==> config.mk <==
export PLATFORM = sky130hd
export DESIGN_NAME = score_keeper
export DESIGN_NICKNAME = d
export VERILOG_FILES = /design/src/rtl/score_keeper.sv
export SDC_FILE = /design/constraint.sdc
export NUM_CORES = 1
export LEC_CHECK = 0
export ABC_AREA = 1
export BUFFER_PORTS_ARGS = -buffer_cell sky130_fd_sc_hd__buf_4
export CAP_MARGIN = 10
export CORE_UTILIZATION = 25
export DETAILED_ROUTE_END_ITERATION = 12
export HOLD_SLACK_MARGIN = 0.03
export SLEW_MARGIN = 15
export SYNTH_ARGS = -nofsm -noshare
export SYNTH_HDL_FRONTEND = slang
export SYNTH_SLANG_ARGS = --single-unit
==> constraint.sdc <==
create_clock -name clk -period 2.7 [get_ports clk]
set_clock_uncertainty 0.1 [all_clocks]
set_input_delay 0.135 -clock clk [delete_from_list [all_inputs] [get_ports clk]]
set_output_delay 0.135 -clock clk [all_outputs]
set_load 0.02 [all_outputs]
==> src/rtl/score_keeper.sv <==
// Match scorekeeper: edge-detects the ball mover's score flags, keeps per-player points,
// gates the ball with a serve delay and declares a winner. Macro SCORE_KEEPER_DEUCE_EN enables win-by-two.
module score_keeper #(
  parameter int unsigned WIN_SCORE   = 7,
  parameter logic [25:0] HOLD_CYCLES = 26'd50000000
) (
  input  logic       clk,
  input  logic       reset,
  input  logic       new_game,
  input  logic       player_0_scores,
  input  logic       player_1_scores,
  output logic [3:0] score_0,
  output logic [3:0] score_1,
  output logic       go_ball,
  output logic       point,
  output logic       game_over,
  output logic       winner
);

  typedef enum logic [1:0] {
    ST_HOLD = 2'd0,
    ST_PLAY = 2'd1,
    ST_OVER = 2'd2
  } state_t;

  state_t      state_q, state_d;
  logic [25:0] hold_cnt_q, hold_cnt_d;
  logic [3:0]  score_0_q, score_0_d;
  logic [3:0]  score_1_q, score_1_d;
  logic        point_q, point_d;
  logic        winner_q, winner_d;
  logic        prev_0_q, prev_0_d;
  logic        prev_1_q, prev_1_d;

  logic       rise_0, rise_1;
  logic [3:0] inc_0, inc_1;

  function automatic logic win_rule(input logic [3:0] mine, input logic [3:0] other);
`ifdef SCORE_KEEPER_DEUCE_EN
    logic [4:0] lead;
    lead = {1'b0, mine} - {1'b0, other};
    return ((32'(mine) >= WIN_SCORE) && (lead >= 5'd2)) || (mine == 4'd15);
`else
    return (32'(mine) >= WIN_SCORE) && (other <= 4'd15);
`endif
  endfunction

  assign rise_0 = player_0_scores & ~prev_0_q;
  assign rise_1 = player_1_scores & ~prev_1_q;

  // Saturating increments: a score never wraps past 15.
  assign inc_0 = (score_0_q == 4'd15) ? 4'd15 : score_0_q + 4'd1;
  assign inc_1 = (score_1_q == 4'd15) ? 4'd15 : score_1_q + 4'd1;

  always_comb begin
    state_d    = state_q;
    hold_cnt_d = hold_cnt_q;
    score_0_d  = score_0_q;
    score_1_d  = score_1_q;
    winner_d   = winner_q;
    point_d    = 1'b0;
    prev_0_d   = player_0_scores;
    prev_1_d   = player_1_scores;

    if (new_game) begin
      state_d    = ST_HOLD;
      hold_cnt_d = 26'd0;
      score_0_d  = 4'd0;
      score_1_d  = 4'd0;
      winner_d   = 1'b0;
    end else begin
      case (state_q)
        ST_HOLD: begin
          if (hold_cnt_q == HOLD_CYCLES - 26'd1) begin
            hold_cnt_d = 26'd0;
            state_d    = ST_PLAY;
          end else begin
            hold_cnt_d = hold_cnt_q + 26'd1;
          end
        end
        ST_PLAY: begin
          // A simultaneous rise is ambiguous and credits nobody.
          if (rise_0 && !rise_1) begin
            score_0_d = inc_0;
            point_d   = 1'b1;
            if (win_rule(inc_0, score_1_q)) begin
              state_d  = ST_OVER;
              winner_d = 1'b0;
            end else begin
              state_d = ST_HOLD;
            end
          end else if (rise_1 && !rise_0) begin
            score_1_d = inc_1;
            point_d   = 1'b1;
            if (win_rule(inc_1, score_0_q)) begin
              state_d  = ST_OVER;
              winner_d = 1'b1;
            end else begin
              state_d = ST_HOLD;
            end
          end
        end
        ST_OVER: ;
        default: state_d = ST_HOLD;
      endcase
    end
  end

  always_ff @(posedge clk) begin
    if (reset) begin
      state_q    <= ST_HOLD;
      hold_cnt_q <= 26'd0;
      score_0_q  <= 4'd0;
      score_1_q  <= 4'd0;
      point_q    <= 1'b0;
      winner_q   <= 1'b0;
      // Preloading with 1 keeps a flag that is already high from counting as a rise.
      prev_0_q   <= 1'b1;
      prev_1_q   <= 1'b1;
    end else begin
      state_q    <= state_d;
      hold_cnt_q <= hold_cnt_d;
      score_0_q  <= score_0_d;
      score_1_q  <= score_1_d;
      point_q    <= point_d;
      winner_q   <= winner_d;
      prev_0_q   <= prev_0_d;
      prev_1_q   <= prev_1_d;
    end
  end

  assign score_0   = score_0_q;
  assign score_1   = score_1_q;
  assign point     = point_q;
  assign winner    = winner_q;
  assign go_ball   = (state_q == ST_PLAY);
  assign game_over = (state_q == ST_OVER);

endmodule

==> impl_metrics.csv, run 1 <==
group,metric,value,unit
status,status,"complete, no violations",
sta,period_minus_slack,1910,ps
final_layout,final_common_cell,"nand2_1",
critical_path,criticalPathCategory,"register to register",
final_layout,most-common-layout-cells,"nand2_1, inv_1, nor2_1, dfxtp_1, nand3_1",
detailed_routing,drtIter0Drc,102,
die,ios,17,
die,coreArea,0.00876,mm²
placement,post-place-ws,767,ps
final_layout,layout-drive-gt1-share,17.0,%
logic_synthesis,syn_area_per_cell,7.01,µm²
die,num_rows,34,
sta,finalHoldViolCount,0,
pwr,leakagePower,1.06,nW
clock_tree,cts_buffer_depth,2,
placement,globalplace.congestion,0.783,
critical_path,cp_top_family,"simple AND/OR/NAND/NOR gates",
logic_synthesis,synth-simple-area-share,40.9,%
logic_synthesis,synth-xor-area-share,5.03,%
logic_synthesis,synth_seq_cells,40,
critical_path,worstPathCellList,"ha_1 -> nand2_1 -> nor2_4 -> inv_2 -> nor2_4 -> nand3_2 -> nand2_2 -> inv_1 -> nand2_1 -> nor2_1",
logic_synthesis,netlist_instances,323,
clock_tree,htree_levels,2,
logic_synthesis,synthMuxAreaShare,0,%
global_routing,grt_first_pass_wirelength,8.42,mm
detailed_routing,finalWirelength,4.66,mm
clock_tree,clkSlewWorstSetupHoldPaths,90,ps
final_layout,num-nets-final,357,
global_routing,grt_max_degree,18,
detailed_routing,num_vias,2003,
clock_tree,cts_sinks,40,
final_layout,syn_to_final_growth,16.4,%
final_layout,fin_cells,456,
logic_synthesis,ys_warn_count,0,
die,dieArea,0.00944,mm²
pwr,cellPowerDensity,402,mW/mm²
pwr,pwr-share-seq,56.1,%
logic_synthesis,syn_nets,333,
sta,period_share,70.8,%
detailed_routing,wl_per_cell,10.2,µm
detailed_routing,viasPerCell,4.39,
final_layout,fillers,968,
pwr,vdd_drop_max,162,µV
critical_path,crit_arrival,2010,ps
critical_path,cp.required,2800,ps
placement,portBuffers,16,
clock_tree,cts-root-buf,"clkbuf_8",
sta,layout_setup_ws,789,ps
die,fp.dieW,97.2,µm
critical_path,crit_buf_inv,2,
final_layout,num_antenna_cells,0,
sta,max_freq,523,MHz
final_layout,multi_input_area,0.00125,mm²
clock_tree,tritoncts,"built",
logic_synthesis,syn_area,0.00226,mm²
logic_synthesis,synth-compound-area-share,6.52,%
final_layout,design_area,0.00264,mm²
sta,rsz0062_at_grt,"no",
die,start_util,25.8,%
die,die_h,97.2,µm
logic_synthesis,ys_types,27,
pwr,power.internal,0.813,mW
clock_tree,hold_buffers,4,
run,drv_cap,0,
sta,final-setup-viol-count,0,
pwr,comb_power_share,3.3,%
logic_synthesis,synth_top_family_by_area,"simple AND/OR/NAND/NOR gates",
critical_path,cpPeakStageDelay,390,ps
critical_path,slowest_stage,"dfxtp_1",
pwr,switchingPower,0.245,mW
critical_path,critPathCaptureType,"register",
pwr,sw_frac_of_total,23.2,%
worst_hold_path,hold_path.class,"primary input to register",
global_routing,antenna_found_initial,0,
pwr,finalPower,1.06,mW
clock_tree,clock_latency,300,ps
placement,detailed_place_hpwl,3.53,mm
critical_path,start_kind,"register",
sta,slew_headroom,55.6,%
detailed_routing,firstDrtPassIters,6,
placement,placed_cells_incl_taps,444,
placement,dpl_cell_area,0.00250,mm²
critical_path,cp_max_fo,12,
pwr,clockPowerShare,40.6,%
clock_tree,numCtsBuffers,5,
sta,tns,0,ps
global_routing,grt_pass1_vias,1935,
global_routing,grt_usage,10.8,%
final_layout,seq_area,801,µm²
global_routing,grt_overflow_total,0,
logic_synthesis,synth_adder_area_share,2.76,%
detailed_routing,ant_nets,0,
clock_tree,post_cts_resized,0,
sta,tightest_slew,664,ps
logic_synthesis,seq_area_frac_synth,35.4,%
sta,drv_slew,0,
detailed_routing,drcViolationCount,0,
clock_tree,post-cts-setup-buffer-count,0,
registers in the layout, indices dropped and copies added (netlist names):
register    count
hold_cnt_q     26
point           1
prev_0_q        1
prev_1_q        1
score_0         4
score_1         4
state_q         2
winner          1
worst paths after layout:
check,startpoint,slack (ps),cells past startpoint,endpoint
max,hold_cnt_q[0],790,10,hold_cnt_q[25]
min,new_game,150,4,winner
max reg2reg,hold_cnt_q[0],790,10,hold_cnt_q[25]
min reg2reg,winner,360,2,winner
logic make-up after synthesis:
logic type | after synthesis
AO/OA/AOI/OAI | 28
buffers and inverters | 54
AND/OR/NAND/NOR | 183
adder cells (fa/ha/maj) | 5
flip-flops | 40
XOR/XNOR | 13
per-stage QoR:
step | hold slack [ps] | util (%)
after floorplan | 131 | -
after global placement | 224 | 28.5
after detailed placement | 225 | 28.5
after CTS | 152 | 30.1
after global routing | 213 | 30.1
final | 153 | 30.1
power by group through the flow:
stage,Sequential [mW],Clock [mW],Combinational (mW)
floorplan,0.608,0,0.0225
global placement,0.608,0,0.0307
detailed placement,0.608,0,0.0316
CTS,0.594,0.442,0.0361
global route,0.595,0.464,0.0403
finish,0.594,0.430,0.0350
synth_stat cells (all sizes together):
cell,n,share of area [%]
nor3b,1,0.33
dfxtp,40,35
nand2,74,13
xor2,9,3.5
buf,3,0.94
o21ai,14,3.1
inv,51,8.5
nand4,9,3.2
o211ai,1,0.33
nor3,7,1.5
and3,1,0.28
ha,5,2.8
xnor2,4,1.5
nor2,60,14
a21oi,9,2.0
nand3,31,8.5
a31oi,4,1.1
tightest hold or removal path, stage by stage:
cell and delay, ps:
buf_4 80, nor2_1 140, nand2_1 110, a21oi_1 40
area by class of cell:
class / instances / share of cell area (%)
Multi-Input combinational cell: 229 / 47.4
Sequential cell: 40 / 30.4
Inverter: 51 / 7.26
Timing Repair Buffer: 20 / 6.08
Tap cell: 108 / 5.13
Clock buffer: 6 / 3.13
Clock inverter: 2 / 0.570
routing by layer:
metal / track usage [%] / wire (µm) / vias to the layer above
met1: 13.1 / 2260 / 894
met5: 0 / 0 / -
met4: 4.25 / 81 / 0
met2: 18.3 / 2150 / 34
met3: 2.37 / 160 / 8
li1: - / - / 1067
(Power assumes the default switching activity.)
==> run 2, diff against run 1 <==
--- a/config.mk
+++ b/config.mk
@@ -5,7 +5,7 @@
 export SDC_FILE = /design/constraint.sdc
 export NUM_CORES = 1
 export LEC_CHECK = 0
-export ABC_AREA = 1
+export ABC_AREA = 0
 export BUFFER_PORTS_ARGS = -buffer_cell sky130_fd_sc_hd__buf_4
 export CAP_MARGIN = 10
 export CORE_UTILIZATION = 25
==> constraint.sdc (replaced) <==
create_clock -name clk -period 1.8 [get_ports clk]
set_clock_uncertainty 0.1 [all_clocks]
set_input_delay 0.09 -clock clk [delete_from_list [all_inputs] [get_ports clk]]
set_output_delay 0.09 -clock clk [all_outputs]
set_load 0.02 [all_outputs]
==> run 2 against run 1 <==
Compared with the run above: the run now ends with negative setup slack left; worst hold slack lost 59 ps; combinational power grew 100%; critical path type unchanged; sequential power grew 49%; critical endpoint is now hold_cnt_q[24]; design area grew 13%; first-iteration DRC count shrank 6.9%; clock-buffer cell count is the same; total power grew 44%; non-clock buffer count grew 50; clock power grew 33%.
==> impl_metrics.csv, run 2 <==
group,metric,value,unit
status,status,"finished with violations",
status,violations,"negative setup slack",
logic_synthesis,async_flop_share,0,%
critical_path,cpPeakStageDelay,440,ps
critical_path,critPathCapture,"hold_cnt_q[24]",
critical_path,ff2ff_setup_slack,-110,ps
sta,period_share,106,%
logic_synthesis,synth_seq_cells,40,
logic_synthesis,ys.flop_type,"dfxtp_1",
sta,tightest_slew,472,ps
detailed_routing,num_vias,2005,
clock_tree,cts_sinks,40,
final_layout,largest_reg_flops,26,
final_layout,most-common-layout-cells,"buf_4, dfxtp_1, nor2_1",
global_routing,antenna_found_initial,0,
critical_path,reg2reg_to,"hold_cnt_q[24]",
sta,finalHoldViolCount,0,
clock_tree,clock_latency,290,ps
logic_synthesis,synth_area_leaders,"dfxtp_1, a21oi_1, nor2_1, xnor2_1, nand3_1",
detailed_routing,ant_nets,0,
critical_path,startpoint,"hold_cnt_q[0]",
detailed_routing,firstDrtPassIters,4,
detailed_routing,viasPerCell,4.91,
pwr,cellPowerDensity,514,mW/mm²
sta,rsz0062_at_grt,"yes",
global_routing,grt_first_pass_wirelength,9.14,mm
final_layout,syn_to_final_growth,47.7,%
logic_synthesis,syn_nets,249,
die,ios,17,
critical_path,start_kind,"register",
placement,globalplace.congestion,0.826,
run,drv_cap,0,
critical_path,crit_cells,7,
sta,layout_setup_ws,-106,ps
sta,final-setup-viol-count,17,
global_routing,grt_overflow_total,0,
logic_synthesis,synth_most_common_cell,"dfxtp_1",
global_routing,grt_max_degree,12,
clock_tree,clkSlewWorstSetupHoldPaths,80,ps
logic_synthesis,netlist.area_leader.share,39.8,%
detailed_routing,drtIter0Drc,95,
final_layout,num-nets-final,316,
critical_path,r2r-start,"hold_cnt_q[0]",
critical_path,worstPathCellList,"ha_4 -> nor4bb_4 -> buf_4 -> buf_6 -> nand4_1 -> or4_1 -> a21oi_1",
critical_path,cp.required,1920,ps
detailed_routing,finalWirelength,5.40,mm
logic_synthesis,synth_top_area_cell,"dfxtp_1",
sta,tns,-597,ps
sta,period_minus_slack,1910,ps
placement,post-place-ws,-115,ps
final_layout,fillers,783,
critical_path,slowest_stage,"or4_1",
logic_synthesis,ys_warn_count,0,
logic_synthesis,netlist_instances,239,
logic_synthesis,syn_area,0.00201,mm²
final_layout,layout-drive-gt1-share,40.2,%
die,coreArea,0.00777,mm²
critical_path,criticalPathCategory,"register to register",
final_layout,num_antenna_cells,0,
detailed_routing,wl_per_cell,13.2,µm
detailed_routing,drcViolationCount,0,
logic_synthesis,syn_area_per_cell,8.42,µm²
logic_synthesis,synth_edf_count,0,
sta,max_freq,525,MHz
critical_path,cp_top_family,"simple AND/OR/NAND/NOR gates",
pwr,leakagePower,1.06,nW
worst_hold_path,hold_path.class,"primary input to register",
final_layout,final_common_cell,"buf_4",
sta,drv_slew,0,
critical_path,critPathCaptureType,"register",
global_routing,grt_pass1_vias,1955,
clock_tree,numCtsBuffers,5,
sta,slew_headroom,68.4,%
critical_path,crit_arrival,2020,ps
clock_tree,htree_levels,2,
logic_synthesis,ys_types,42,
logic_synthesis,seq_area_frac_synth,39.8,%
final_layout,top_register,"hold_cnt_q",
critical_path,crit_buf_inv,2,
clock_tree,tritoncts,"built",
global_routing,grt_usage,13.6,%
placement,detailed_place_hpwl,3.60,mm
critical_path,cp_max_fo,6,
critical_path,reg2reg_depth,7,
logic_synthesis,synth_common_cells,"dfxtp_1, nor2_1, a21oi_1, nand2_1, nand3_1",
die,fp.dieW,91.7,µm
die,die_h,91.7,µm
die,num_rows,32,
clock_tree,cts-root-buf,"clkbuf_8",
die,start_util,25.9,%
die,dieArea,0.00842,mm²
placement,portBuffers,16,
pwr,vdd_drop_max,260,µV
clock_tree,cts_buffer_depth,2,
run 2: stage by stage:
stage                     util (%)  hold slack [ps]  std cells  power (mW)  cell area, µm²
after floorplan                  -             93.8        239       0.939            2060
after global placement        33.0              190        387       0.960            2560
after detailed placement      33.0              195        387       0.961            2560
after CTS                     36.9             96.0        405        1.53            2870
after global routing          38.3              106        408        1.60            2970
final                         38.3             93.8        408        1.53            2970
run 2: area by class of cell:
| type | count | area [µm²] | area share, % |
|---|---|---|---|
| clock inverter | 1 | 5.00 | 0.168 |
| clock buffer | 6 | 72.6 | 2.44 |
| inverter | 8 | 30.0 | 1.01 |
| tap | 102 | 128 | 4.29 |
| timing repair buffer | 70 | 554 | 18.6 |
| sequential | 40 | 832 | 28.0 |
| multi-input combinational | 181 | 1350 | 45.5 |
run 2: worst register-to-register path, delay by kind of cell (launching register included):
kind	cells	cell delay [ps]
AO/OA/AOI/OAI	1	140
adder cells (fa/ha/maj)	1	150
buffers and inverters	2	280
flip-flops	1	390
AND/OR/NAND/NOR	3	780
run 2: timing repair:
item / in CTS / in global routing
hold buffers: 4 / 0
pin swaps: 15 / 6
endpoints found under the setup margin: 22 / 26
gates resized for setup: 30 / 24
cloned: 2 / 0
endpoints found under the hold margin: 2 / 0
buffers inserted: 5 / 3
run 2: worst min-delay path by stage:
stage / start / to / cells past startpoint
3_5_place_dp: player_0_scores / prev_0_q / 2
3_3_place_gp: player_1_scores / prev_1_q / 2
4_1_cts: new_game / hold_cnt_q[20] / 4
2_1_floorplan: reset / prev_0_q / 1
5_1_grt: new_game / hold_cnt_q[20] / 4
6_report: new_game / hold_cnt_q[20] / 4
run 2: logic make-up after synthesis:
group                      after synthesis  synth area share, %
AOI/OAI and AO/OA                       53                 16.3
buffers and inverters                   19                 3.79
muxes                                    2                0.994
xor gates and xnor gates                14                 6.09
adders and majority gates                5                 3.11
and+or+nand+nor                        106                 29.9
DFF                                     40                 39.8
run 2: report_power, final:
part | leakage [nW] | internal, mW | total (mW) | switching [mW]
logic | 0.688 | 0.0341 | 0.0700 | 0.0358
registers | 0.332 | 0.882 | 0.887 | 0.00443
clock network | 0.0410 | 0.264 | 0.571 | 0.307
run 2: layer usage:
metal	global-route usage, %	wire length (µm)	part of all wire (%)
met1	16.7	2550	47
met2	23.0	2640	49
met3	3.07	147	2.7
met4	5.21	64	1.2
met5	0	0	0
